File: config.mk
export PLATFORM = sky130hd
export DESIGN_NAME = aurora_reset_seq
export DESIGN_NICKNAME = d
export VERILOG_FILES = /design/src/rtl/aurora_reset_seq_pkg.sv /design/src/rtl/aurora_reset_seq_sync_2ff.sv /design/src/rtl/aurora_reset_seq.sv
export SDC_FILE = /design/constraint.sdc
export NUM_CORES = 1
export LEC_CHECK = 0
export BUFFER_PORTS_ARGS = -buffer_cell sky130_fd_sc_hd__buf_2
export CELL_PAD_IN_SITES_DETAIL_PLACEMENT = 0
export CELL_PAD_IN_SITES_GLOBAL_PLACEMENT = 2
export CORE_MARGIN = 2
export CORE_UTILIZATION = 37
export CTS_BUF_LIST = sky130_fd_sc_hd__clkbuf_8
export DETAILED_ROUTE_END_ITERATION = 10
export PLACE_DENSITY = 0.81
export SETUP_SLACK_MARGIN = 0.4
export SLEW_MARGIN = 20
export SYNTH_ARGS = -nofsm -noshare
export SYNTH_HDL_FRONTEND = slang
export SYNTH_SLANG_ARGS = --single-unit
File: constraint.sdc
create_clock -name INIT_CLK_i -period 2.4 [get_ports INIT_CLK_i]
set_clock_uncertainty 0.2 [all_clocks]
set_input_delay 0.48 -clock INIT_CLK_i [delete_from_list [all_inputs] [get_ports INIT_CLK_i]]
set_output_delay 0.48 -clock INIT_CLK_i [all_outputs]
set_load 0.01 [all_outputs]
File: src/rtl/aurora_reset_seq_pkg.sv
// aurora_reset_seq_pkg: state encoding, default cycle constants and helpers for the Aurora reset sequencer
package aurora_reset_seq_pkg;
   typedef enum logic [2:0] {
      PB_ASSERT  = 3'd0,
      PMA_HOLD   = 3'd1,
      PB_RELEASE = 3'd2,
      WAIT_LINK  = 3'd3,
      LINK_UP    = 3'd4
   } state_t;
   localparam int DEF_PMA_HOLD_CYCLES     = 134217727;
   localparam int DEF_PB_LEAD_CYCLES      = 128;
   localparam int DEF_LINK_TIMEOUT_CYCLES = 268435455;
   localparam int DEF_DROP_FILTER_CYCLES  = 16;
   localparam int DEF_CNT_W               = 28;
   function automatic logic [7:0] sat_inc(input logic [7:0] v);
      return (v == 8'hff) ? v : v + 8'd1;
   endfunction
endpackage

File: src/rtl/aurora_reset_seq_sync_2ff.sv
// sync_2ff: two-flop synchroniser with selectable reset value
module sync_2ff #(
   parameter logic RST_VAL = 1'b0
) (
   input  logic INIT_CLK_i,
   input  logic pcie_reset,
   input  logic d_i,
   output logic q_o
);
   logic meta;
   // shift the asynchronous input through two flops
   always_ff @(posedge INIT_CLK_i or posedge pcie_reset)
      if (pcie_reset) {q_o, meta} <= {2{RST_VAL}};
      else            {q_o, meta} <= {meta, d_i};
endmodule

File: src/rtl/aurora_reset_seq.sv
// aurora_reset_seq: ordered pma_init/reset_pb sequencing with link supervision and retry counting
module aurora_reset_seq
   import aurora_reset_seq_pkg::*;
#(
   parameter int PMA_HOLD_CYCLES     = DEF_PMA_HOLD_CYCLES,
   parameter int PB_LEAD_CYCLES      = DEF_PB_LEAD_CYCLES,
   parameter int LINK_TIMEOUT_CYCLES = DEF_LINK_TIMEOUT_CYCLES,
   parameter int DROP_FILTER_CYCLES  = DEF_DROP_FILTER_CYCLES,
   parameter int CNT_W               = DEF_CNT_W
) (
   input  logic       INIT_CLK_i,
   input  logic       pcie_reset,
   input  logic       channel_up_i,
   input  logic       force_retrain_i,
   output logic       pma_init,
   output logic       reset_pb,
   output logic       link_up_o,
   output logic       seq_busy_o,
   output logic [7:0] retry_cnt_o
);
   localparam logic [CNT_W-1:0] PMA_LAST = CNT_W'(PMA_HOLD_CYCLES - 1);
   localparam logic [CNT_W-1:0] PB_LAST  = CNT_W'(PB_LEAD_CYCLES - 1);
   localparam logic [CNT_W-1:0] TO_LAST  = CNT_W'(LINK_TIMEOUT_CYCLES - 1);
   localparam logic [CNT_W-1:0] DF_LAST  = CNT_W'(DROP_FILTER_CYCLES - 1);
   state_t           state, state_n;
   logic [CNT_W-1:0] cnt, cnt_n;
   logic [7:0]       retry_n;
   logic             ch_up_s, pma_n, pb_n, link_n;
   sync_2ff #(.RST_VAL(1'b0)) u_sync (
      .INIT_CLK_i (INIT_CLK_i),
      .pcie_reset (pcie_reset),
      .d_i        (channel_up_i),
      .q_o        (ch_up_s)
   );
   // next state, counter, retry count and the outputs of the state being entered
   always_comb begin
      state_n = state;
      cnt_n   = cnt + 1'b1;
      retry_n = retry_cnt_o;
      case (state)
         PB_ASSERT:  if (cnt == PB_LAST) state_n = PMA_HOLD;
         PMA_HOLD:   if (cnt == PMA_LAST) state_n = PB_RELEASE;
         PB_RELEASE: if (cnt == PB_LAST) state_n = WAIT_LINK;
         WAIT_LINK:  if (force_retrain_i || (!ch_up_s && cnt == TO_LAST)) state_n = PB_ASSERT;
                     else if (ch_up_s) state_n = LINK_UP;
         LINK_UP:    if (force_retrain_i || (!ch_up_s && cnt == DF_LAST)) state_n = PB_ASSERT;
                     else cnt_n = ch_up_s ? '0 : cnt + 1'b1;
         default:    state_n = PMA_HOLD;
      endcase
      if (state_n != state) cnt_n = '0;
      if (state_n == PB_ASSERT && state != PB_ASSERT) retry_n = sat_inc(retry_cnt_o);
      pma_n  = state_n == PMA_HOLD;
      pb_n   = state_n inside {PB_ASSERT, PMA_HOLD, PB_RELEASE};
      link_n = state_n == LINK_UP;
   end
   // state, counter and registered outputs; reset parks the core in PMA_HOLD
   always_ff @(posedge INIT_CLK_i or posedge pcie_reset)
      if (pcie_reset) begin
         state       <= PMA_HOLD;
         cnt         <= '0;
         retry_cnt_o <= 8'd0;
         pma_init    <= 1'b1;
         reset_pb    <= 1'b1;
         seq_busy_o  <= 1'b1;
         link_up_o   <= 1'b0;
      end else begin
         state       <= state_n;
         cnt         <= cnt_n;
         retry_cnt_o <= retry_n;
         pma_init    <= pma_n;
         reset_pb    <= pb_n;
         seq_busy_o  <= pb_n;
         link_up_o   <= link_n;
      end
endmodule
# Yosys cells after proc, flatten, opt, wreduce, memory -nomap -nowiden
# Cells that the tools add are included.
totals:
  word_cells: 46
  out_inout_bits: 12
  in_bits: 4
  reg_bits: 44
op_classes:
  reduce_logical: 11
  mux: 11
  bitwise: 1
  add_sub_neg: 2
  n_eq_ne: 13
op_table:
  columns: ["op", "count"]
  rows:
  - ["$mux W28", 4]
  - ["$add A28 B1 Y28 const B", 1]
  - ["$eq A28 B27 Y1 const B", 1]
  - ["$eq A28 B28 Y1 const B", 1]
  - ["$eq A28 B4 Y1 const B", 1]
  - ["$eq A28 B7 Y1 const B", 1]
  - ["$mux W3", 6]
  - ["$pmux W3 S5", 1]
  - ["$eq A3 B2 Y1 const B", 3]
  - ["$add A8 B1 Y8 const B", 1]
  - ["$eq A8 B8 Y1 const B", 1]
  - ["$eq A3 B1 Y1 const B", 2]
  - ["$eq A3 B3 Y1 const B", 2]
  - ["$logic_not A3 Y1", 2]
  - ["$reduce_bool A3 Y1", 2]
  - ["$logic_and A1 B1 Y1", 3]
  - ["$ne A3 B3 Y1", 1]
  - ["$logic_or A1 B1 Y1", 2]
  - ["$reduce_and A2 Y1", 1]
  - ["$logic_not A1 Y1", 1]
  - ["$not A1 Y1", 1]

# Logic depth before layout (Yosys ltp)
# Gate-level depths: netlist of the first run.
depth:
  ltp_word: 8
  depth_mapped: 10
  depth_no_buf: 9

# Cells and area by module
# Synthesis of the first run repeated with hierarchy kept, for this count alone.
unflattened:
  hier_cells: 254
  hier_area_um2: 2372.3
by_module_without_submodules:
  columns: ["module", "seq_area_each_um2", "cells_per_inst", "area_each_um2", "instances"]
  rows:
  - ["aurora_reset_seq", 1054.8, 251, 2318.5, 1]
  - ["sync_2ff", 50.0, 3, 53.8, 1]

# Worst setup path after synthesis of the first run
# No wires, ideal clock.
synth_timing:
  kind: "register to register"
  start: "reg cnt[16]"
  end: "reg retry_cnt_o[1]"
  setup_ns: 0.125
  stages_incl_launch_ff: 8
  path_slack_ns: -0.039
  path_buffers: 1
  t_required_ns: 2.075
  period_less_slack_ns: 2.439
  t_arrival_ns: 2.114
  cell_sequence: "dfrtp_1 buf_6 nor4_4 nand4_2 o31ai_4 nand2_4 nor4_4 mux2_4"
synth_via:
  elab_chain_len: 8
  word_cells_on_any_way: 17
  cone_classes: "eq/ne (4); mux (6); reduce/logical (7)"
synth_lines:
  columns: ["element", "line_no", "text"]
  rows:
  - ["start, declared", "aurora_reset_seq.sv:26", "logic [CNT_W-1:0] cnt, cnt_n;"]
  - ["start signal, assigned", "aurora_reset_seq.sv:68", "cnt <= cnt_n;"]
  - ["$eq A28 B4 Y1 or $eq A28 B28 Y1 (tied branches)", "aurora_reset_seq.sv:46, aurora_reset_seq.sv:44", null]
  - ["$logic_and A1 B1 Y1 (on tied branches)", "aurora_reset_seq.sv:46, aurora_reset_seq.sv:44", null]
  - ["$logic_or A1 B1 Y1 (on tied branches)", "aurora_reset_seq.sv:46, aurora_reset_seq.sv:44", null]
  - ["$mux W3 (on tied branches)", "aurora_reset_seq.sv:46, aurora_reset_seq.sv:44", null]
  - ["$pmux W3 S5 (*)", "aurora_reset_seq.sv:40", "case (state)"]
  - ["named net state_n[2]", "aurora_reset_seq.sv:25", "state_t state, state_n;"]
  - ["$logic_not A3 Y1 (*)", "aurora_reset_seq.sv:51", "if (state_n == PB_ASSERT && state != PB_ASSERT) retry_n = sat_inc(retry_cnt_o);"]
  - ["$logic_and A1 B1 Y1 (*)", "aurora_reset_seq.sv:51", null]
  - ["$reduce_and A2 Y1 (no line) (*)", null, null]
  - ["end signal, assigned", "aurora_reset_seq.sv:69", "retry_cnt_o <= retry_n;"]
  - ["end, declared", "aurora_reset_seq.sv:19", "output logic [7:0] retry_cnt_o"]
# The timed path passes the listed nets; every way through them passes the cells marked *.
# A chain may end at the register's enable or synchronous reset.

# Final worst setup path of the first run
layout_timing:
  start: "reg cnt[13]"
  end: "reg retry_cnt_o[1]"
# Same word-level chain as after synthesis.

==> flow_summary.ini, run 1 <==
[critical_path]
crit_required_ps = 2390
r2r_cells = 7
crit_path_start_kind = flop
end_kind = flop
critical_path_class = flop to flop
path_max_fanout = 8
critPathArrivalTime_ps = 2480

[synth]
synth_ff_type = dfrtp_1
netlist_area_sq_um = 2250
synth_edf_count = 0
synth_top_area_frac = 0.456
yosysWarnings = 0
yosysSeqAreaShare = 0.491
synthCells = 218
syn_area_per_cell_sq_um = 10.3
yosysTopAreaCell = dfrtp_1
synth.distinct_cells = 43
async_reset_ff_frac = 1.00
ys_ff_latch = 44
syn_nets = 225
synth.area.top_cells = dfrtp_1, xnor2_1, nor2_1

[floorplan]
core_sq_um = 5890
pin_count = 16
die_w_um = 82.0
die_h_um = 82.0
start_util = 0.382
die_area_sq_um = 6720
fp-row-count = 28

[timing]
clock.fmax_ghz = 0.401
fin_crit_ps = 2490
maxSlewViolCount = 0
worst_slack_ps = -91.2
hold_violations = 0
fin_crit_sh = 1.04
tightest_slew_ps = 473
grt_setup_unrepaired = true
max_slew_margin = 0.680
fin_tns_setup_ps = -1960
setup_violations = 34

[clock_tree]
clkLatencyLatePin_ps = 300
h-tree-depth = 2
clock-sinks = 44
ctsRootBufferMaster = clkbuf_8
clock_path_buffers = 2
cts_tree = yes
path_clk_slew_ps = 90
cts_buffers = 5

[routing]
viasPerCell = 4.99
drc = 0
num_vias = 1891
first_pass_iters = 4
first_iter_violations = 71
avgRoutedWirePerCell_um = 15.2
antenna_left = 0
wirelength_um = 5760

[job]
drv_cap = 0

[global_route]
grt_pass1_vias = 1850
grt_max_degree = 25
grt_pass1_wl_um = 9220
antenna_found_initial = 0
grt.overflow.total = 0
track_usage = 0.183

[final_layout]
drive_gt1_frac = 0.500
diodes = 0
fin_nets = 310
synthToLayoutAreaGrowth_pct = 51.0

[power]
p_per_area_nw_per_um2 = 371
leakage_nw = 1.52
irDropWorstVdd_mv = 0.243

[run_status]
violations = negative setup slack
status = finished with violations

[placement]
gp_congestion = 0.746
dp.final_hpwl_um = 3420
portBuffers = 15
dp_slack_ps = -52.0

[worst_hold_path]
hp-class = input port to flop
worstHoldPathCells = 1
[metal layers]
layer	routed length, um	vias to the layer above	GRT usage
met1	2790	937	0.256
met3	113	5	0.0363
li1	-	934	-
met4	60	0	0.0433
met2	2800	15	0.291
met5	0	-	0
[flip-flops by register name, indices dropped and copies added (netlist names)]
register,cells
state,3
u_sync.meta,1
cnt,28
pma_init,1
retry_cnt_o,8
seq_busy_o,1
link_up_o,1
u_sync.q_o,1
[synth_stat cells, types with 3 or more instances]
master	n
nor2_1	31
nand3_1	11
xor2_1	13
o21ai_0	6
dfstp_2	3
xnor2_1	15
dfrtp_1	41
and3_1	4
ha_1	3
nor3_1	4
nand4_1	14
nor4_1	5
a21oi_1	7
buf_2	3
inv_1	7
nand2_1	15
or3_1	6
[cells by family (layout without fill, tap and decap cells)]
group / after synthesis / after routing / synth area share
AOI/OAI and AO/OA: 20 / 20 / 0.0685
and+or+nand+nor: 110 / 110 / 0.281
xor gates and xnor gates: 28 / 28 / 0.109
buffers and inverters: 12 / 98 / 0.0267
muxes: 1 / 1 / 0.00668
DFF: 44 / 44 / 0.491
adders and majority gates: 3 / 3 / 0.0167
[report_power, final]
group           total, W  internal [W]  switching [W]
clock           0.000491      0.000230       0.000261
combinational  0.0000231    0.00000661      0.0000165
sequential      0.000744      0.000743     0.00000189
[final timing paths]
| path | start | to | slack, ps |
|---|---|---|---|
| max | cnt[13] | retry_cnt_o[1] | -90 |
| min | channel_up_i | u_sync.meta | 80 |
| min in group asynchronous | pcie_reset | cnt[4] | 530 |
| min reg2reg | u_sync.meta | u_sync.q_o | 160 |
| max in group asynchronous | pcie_reset | cnt[22] | 970 |
| max reg2reg | cnt[13] | retry_cnt_o[1] | -90 |
[cell usage in the layout, fill, tap and decap left out, types with 6 or more instances in the layout]
| master | count |
|---|---|
| buf_4 | 54 |
| dfrtp_1 | 40 |
| nor2_4 | 17 |
| xnor2_1 | 15 |
| buf_2 | 15 |
| nand2_1 | 14 |
| nand4_1 | 14 |
| xor2_1 | 13 |
| nand3_1 | 10 |
| nor2_1 | 9 |
| inv_1 | 6 |
| o21ai_0 | 6 |
| or3_1 | 6 |
| clkbuf_8 | 6 |
| buf_6 | 6 |
[what timing repair did]
action	CTS	global route
pin swaps	7	12
endpoints found under the setup margin	40	42
endpoints found under the hold margin	8	0
cloned	3	0
gates resized for setup	28	35
buffers inserted	18	10
hold buffers	1	0
[through the flow]
stage / hold slack, ps / cell area, sq um / instances / util / power (W)
floorplan: 131 / 2320 / 218 / - / 0.000770
global placement: 136 / 2730 / 339 / 0.463 / 0.000781
detailed placement: 143 / 2730 / 339 / 0.463 / 0.000782
CTS: 80.8 / 3180 / 369 / 0.540 / 0.00127
global route: 72.9 / 3390 / 379 / 0.577 / 0.00130
finish: 82.1 / 3390 / 379 / 0.577 / 0.00126
[worst max-delay path, cell delays in order (launching register included)]
cell     delay, ps
dfrtp_1        410
nand4_1        190
or4_4          580
o41ai_4        370
a22o_4         180
nor4_4          50
buf_6          130
mux2_4         280
[final cells by class]
| cell class | count | area [sq um] |
|---|---|---|
| Multi-Input combinational cell | 162 | 1360 |
| Clock buffer | 6 | 82.6 |
| Inverter | 7 | 26.3 |
| Clock inverter | 2 | 10.0 |
| Fill cell | 520 | 2490 |
| Tap cell | 75 | 93.8 |
| Timing Repair Buffer | 83 | 721 |
| Sequential cell | 44 | 1110 |
(Power assumes the default switching activity.)
==> run 2, diff against run 1 <==
BUFFER_PORTS_ARGS = unset   (was -buffer_cell sky130_fd_sc_hd__buf_2)
CTS_CLUSTER_DIAMETER = 80   (was unset)
DONT_BUFFER_PORTS = 1   (was unset)
PLACE_DENSITY = 0.78   (was 0.81)
==> flow_summary.ini, run 2 (synthesis gave the netlist of run 1 again) <==
[run_status]
status = finished with violations
violations = negative setup slack

[critical_path]
max_stage_delay_ps = 570
crit_path_cell_trace = nand4_1, or4_4, o41ai_4, a22o_4, nor4_4, buf_6, mux2_4
rr_startpoint = cnt[13]
end_kind = flop
crit_required_ps = 2380
slowest_stage = or4_4
critPathArrivalTime_ps = 2440
path_max_fanout = 8
critical_path_class = flop to flop
crit_path_start_kind = flop
worstSetupStartpoint = cnt[13]

[floorplan]
pin_count = 16
die_area_sq_um = 6720
fp-row-count = 28
die_w_um = 82.0
start_util = 0.382
die_h_um = 82.0
core_sq_um = 5890

[final_layout]
top_register = cnt
design_area_sq_um = 3200
drive_gt1_frac = 0.456
fin_nets = 287
diodes = 0
largestRegisters = cnt: 28 flops, retry_cnt_o: 8 flops, state: 3 flops
final_cell_mix = buf_4, dfrtp_1, nor2_2, xnor2_1, nand4_1
synthToLayoutAreaGrowth_pct = 42.1
largest_reg_flops = 28
final_common_cell = buf_4

[worst_hold_path]
hold_start = u_sync.meta
hp-class = flop to flop

[power]
leakage_nw = 1.40
p_per_area_nw_per_um2 = 390
irDropWorstVdd_mv = 0.209

[routing]
avgRoutedWirePerCell_um = 15.3
first_pass_iters = 4
wirelength_um = 5460
num_vias = 1836
drc = 0
antenna_left = 0
viasPerCell = 5.16
first_iter_violations = 106

[clock_tree]
clock-sinks = 44
h-tree-depth = 2
path_clk_slew_ps = 80
clkLatencyLatePin_ps = 300
cts_buffers = 5
clock_path_buffers = 2
cts_tree = yes
ctsRootBufferMaster = clkbuf_8

[timing]
fin_crit_sh = 1.02
maxSlewViolCount = 0
hold_violations = 0
hold_ws_ps = 141
grt_setup_unrepaired = true
max_slew_margin = 0.540
clock.fmax_ghz = 0.407
fin_crit_ps = 2450
tightest_slew_ps = 689
setup_violations = 13
worst_slack_ps = -54.3

[global_route]
grt_max_degree = 34
grt.overflow.total = 0
antenna_found_initial = 0
track_usage = 0.165
grt_pass1_wl_um = 8310
grt_pass1_vias = 1735

[placement]
portBuffers = 0
dp.final_hpwl_um = 3420
gp_congestion = 0.776
placed_area_sq_um = 2650
dp_slack_ps = -69.3

[job]
drv_cap = 0
==> run 2: layout make-up <==
cell class | instances | area [sq um]
clock buffer | 6 | 82.6
clock inverter | 2 | 7.51
fill | 536 | 2690
inverter | 7 | 26.3
multi-input combinational | 162 | 1340
sequential | 44 | 1100
tap | 75 | 93.8
timing repair buffer | 60 | 546
==> run 2: metrics by stage <==
step	total power [W]	cells	util	setup TNS, ps
final	0.00125	356	0.543	-237
after global routing	0.00130	356	0.543	-3280
after CTS	0.00127	347	0.500	-42.1
after detailed placement	0.000778	325	0.450	-208
after global placement	0.000777	325	0.450	-144
after floorplan	0.000770	218	-	0
==> run 2: worst max-delay path, delay by kind of cell (launching register included) <==
family | cells | cell delay (ps)
simple gates | 3 | 800
flops | 1 | 420
buf+inv | 1 | 130
mux | 1 | 290
compound gates | 2 | 500
==> run 2: path summary, 6_finish.rpt <==
| check | endpoint | slack, ps | cells after the start |
|---|---|---|---|
| setup / recovery | retry_cnt_o[1] | -50 | 7 |
| hold / removal | u_sync.q_o | 140 | 0 |
| setup reg to reg | retry_cnt_o[1] | -50 | 7 |
| hold reg to reg | u_sync.q_o | 140 | 0 |
| max in group asynchronous | cnt[17] | 840 | 3 |
| min in group asynchronous | retry_cnt_o[6] | 530 | 2 |
==> run 2: power breakdown <==
group,switching (W),internal (W)
clock,0.000254,0.000227
combinational,0.0000157,0.00000477
sequential,0.00000206,0.000743
==> run 2: per-layer routing <==
layer	track usage	up-vias	wire length [um]	share of wire
met4	0.0650	0	72	0.013
met5	0	-	0	0
met2	0.253	19	2690	0.49
met3	0.0341	8	135	0.025
met1	0.227	919	2560	0.47
li1	-	890	-	-
==> run 2: what timing repair did <==
| item | 4_1_cts | 5_1_grt |
|---|---|---|
| cloned | 0 | 3 |
| hold buffers | 2 | 0 |
| endpoints found under the hold margin | 29 | 0 |
| gates resized for setup | 21 | 37 |
| setup buffers | 12 | 6 |
| endpoints found under the setup margin | 40 | 42 |
| pin swaps | 13 | 13 |
==> run 3, diff against run 2 <==
CORE_MARGIN = unset   (was 2)
==> flow_summary.ini, run 3 (synthesis gave the netlist of run 1 again) <==
[run_status]
status = finished with violations
violations = design-rule violations, negative setup slack

[clock_tree]
ctsRootBufferMaster = clkbuf_8
clkLatencyLatePin_ps = 300
path_clk_slew_ps = 80
cts_tree = yes
h-tree-depth = 2
clock_path_buffers = 2
clock-sinks = 44
cts_buffers = 5

[floorplan]
die_h_um = 80.0
start_util = 0.382
fp-row-count = 28
core_sq_um = 5890
die_w_um = 80.0
pin_count = 16
die_area_sq_um = 6390

[final_layout]
final_common_cell = buf_4
largestRegisters = cnt: 28 flops, retry_cnt_o: 8 flops, state: 3 flops
instances_no_fill = 352
largest_reg_flops = 28
diodes = 0
final_util = 0.544
final_cell_mix = buf_4, dfrtp_1, nor2_4, xnor2_1, nand4_1
top_register = cnt
drive_gt1_frac = 0.440
synthToLayoutAreaGrowth_pct = 42.5
fin_nets = 283
design_area_sq_um = 3200

[power]
irDropWorstVdd_mv = 0.222
p_total_w = 0.00125
leakage_nw = 1.35
p_per_area_nw_per_um2 = 390

[timing]
tightest_slew_ps = 530
fin_tns_setup_ps = -53.8
clock.fmax_ghz = 0.413
fin_crit_ps = 2420
grt_setup_unrepaired = true
hold_violations = 0
worst_slack_ps = -23.5
fin_crit_sh = 1.01
setup_violations = 4
max_slew_margin = 0.642
maxSlewViolCount = 0

[routing]
first_iter_violations = 61
viasPerCell = 5.14
num_vias = 1808
antenna_left = 0
first_pass_iters = 7
drc = 2
wirelength_um = 5390
avgRoutedWirePerCell_um = 15.3

[global_route]
antenna_found_initial = 0
track_usage = 0.175
grt_pass1_vias = 1732
grt_pass1_wl_um = 8380
grt_max_degree = 25
grt.overflow.total = 0

[critical_path]
critical_path_class = flop to flop
crit_required_ps = 2380
crit_path_start_kind = flop
path_max_fanout = 8
end_kind = flop
critPathArrivalTime_ps = 2410

[placement]
gp_congestion = 0.729
dp_cells = 327
dp.final_hpwl_um = 3440
placed_area_sq_um = 2680
portBuffers = 0

[job]
drv_cap = 0

[worst_hold_path]
hp-class = flop to flop
## run 3: cell types whose count changed in the layout (fill, tap and decap cells not counted), moves of 2 or more
cell	change
buf_16	+2
buf_6	-4
nor2_2	-16
nor2_4	+16
## run 3: where the power goes
group	internal (W)	switching, W	total, W
combinational	0.00000601	0.0000157	0.0000218
clock	0.000230	0.000253	0.000483
sequential	0.000742	0.00000175	0.000744
## run 3: repair_timing
action	4_1_cts	5_1_grt
cloned	2	1
endpoints found under the hold margin	19	0
endpoints found under the setup margin	40	40
hold buffers	2	0
pin swaps	8	5
setup buffers	7	5
gates resized for setup	31	32
## run 3: cell type report
type	instances	area, sq um
Clock buffer	6	82.6
Clock inverter	2	11.3
Fill cell	522	2680
Inverter	7	26.3
Multi-Input combinational cell	162	1360
Sequential cell	44	1100
Tap cell	75	93.8
Timing Repair Buffer	56	523
## run 3: per-stage QoR
stage	setup slack, ps	hold WS (ps)
2_1_floorplan	71.0	131
3_3_place_gp	-52.2	136
3_5_place_dp	-40.6	137
4_1_cts	-41.9	156
5_1_grt	-145	161
6_report	-23.5	153
## run 3: final timing paths
path                       depth (start not counted)             end  slack, ps        start
min                                                0      u_sync.q_o        150  u_sync.meta
max                                                7  retry_cnt_o[1]        -20      cnt[21]
max in group asynchronous                          3      seq_busy_o       1000   pcie_reset
max reg2reg                                        7  retry_cnt_o[1]        -20      cnt[21]
min in group asynchronous                          2        state[2]        450   pcie_reset
min reg2reg                                        0      u_sync.q_o        150  u_sync.meta
## run 3: worst max-delay path, stage by stage, from the launching register on
cell and delay, ps:
dfrtp_1 420, nand4_1 190, nor4_2 350, nand3_1 140
a22o_4 250, nor4_4 280, buf_6 170, mux2_4 300
## run 3: metal layers
layer | track usage | vias to the layer above | part of all wire
li1 | - | 888 | -
met1 | 0.232 | 895 | 0.46
met2 | 0.285 | 20 | 0.50
met3 | 0.0366 | 5 | 0.024
met4 | 0.0536 | 0 | 0.011
met5 | 0 | - | 0
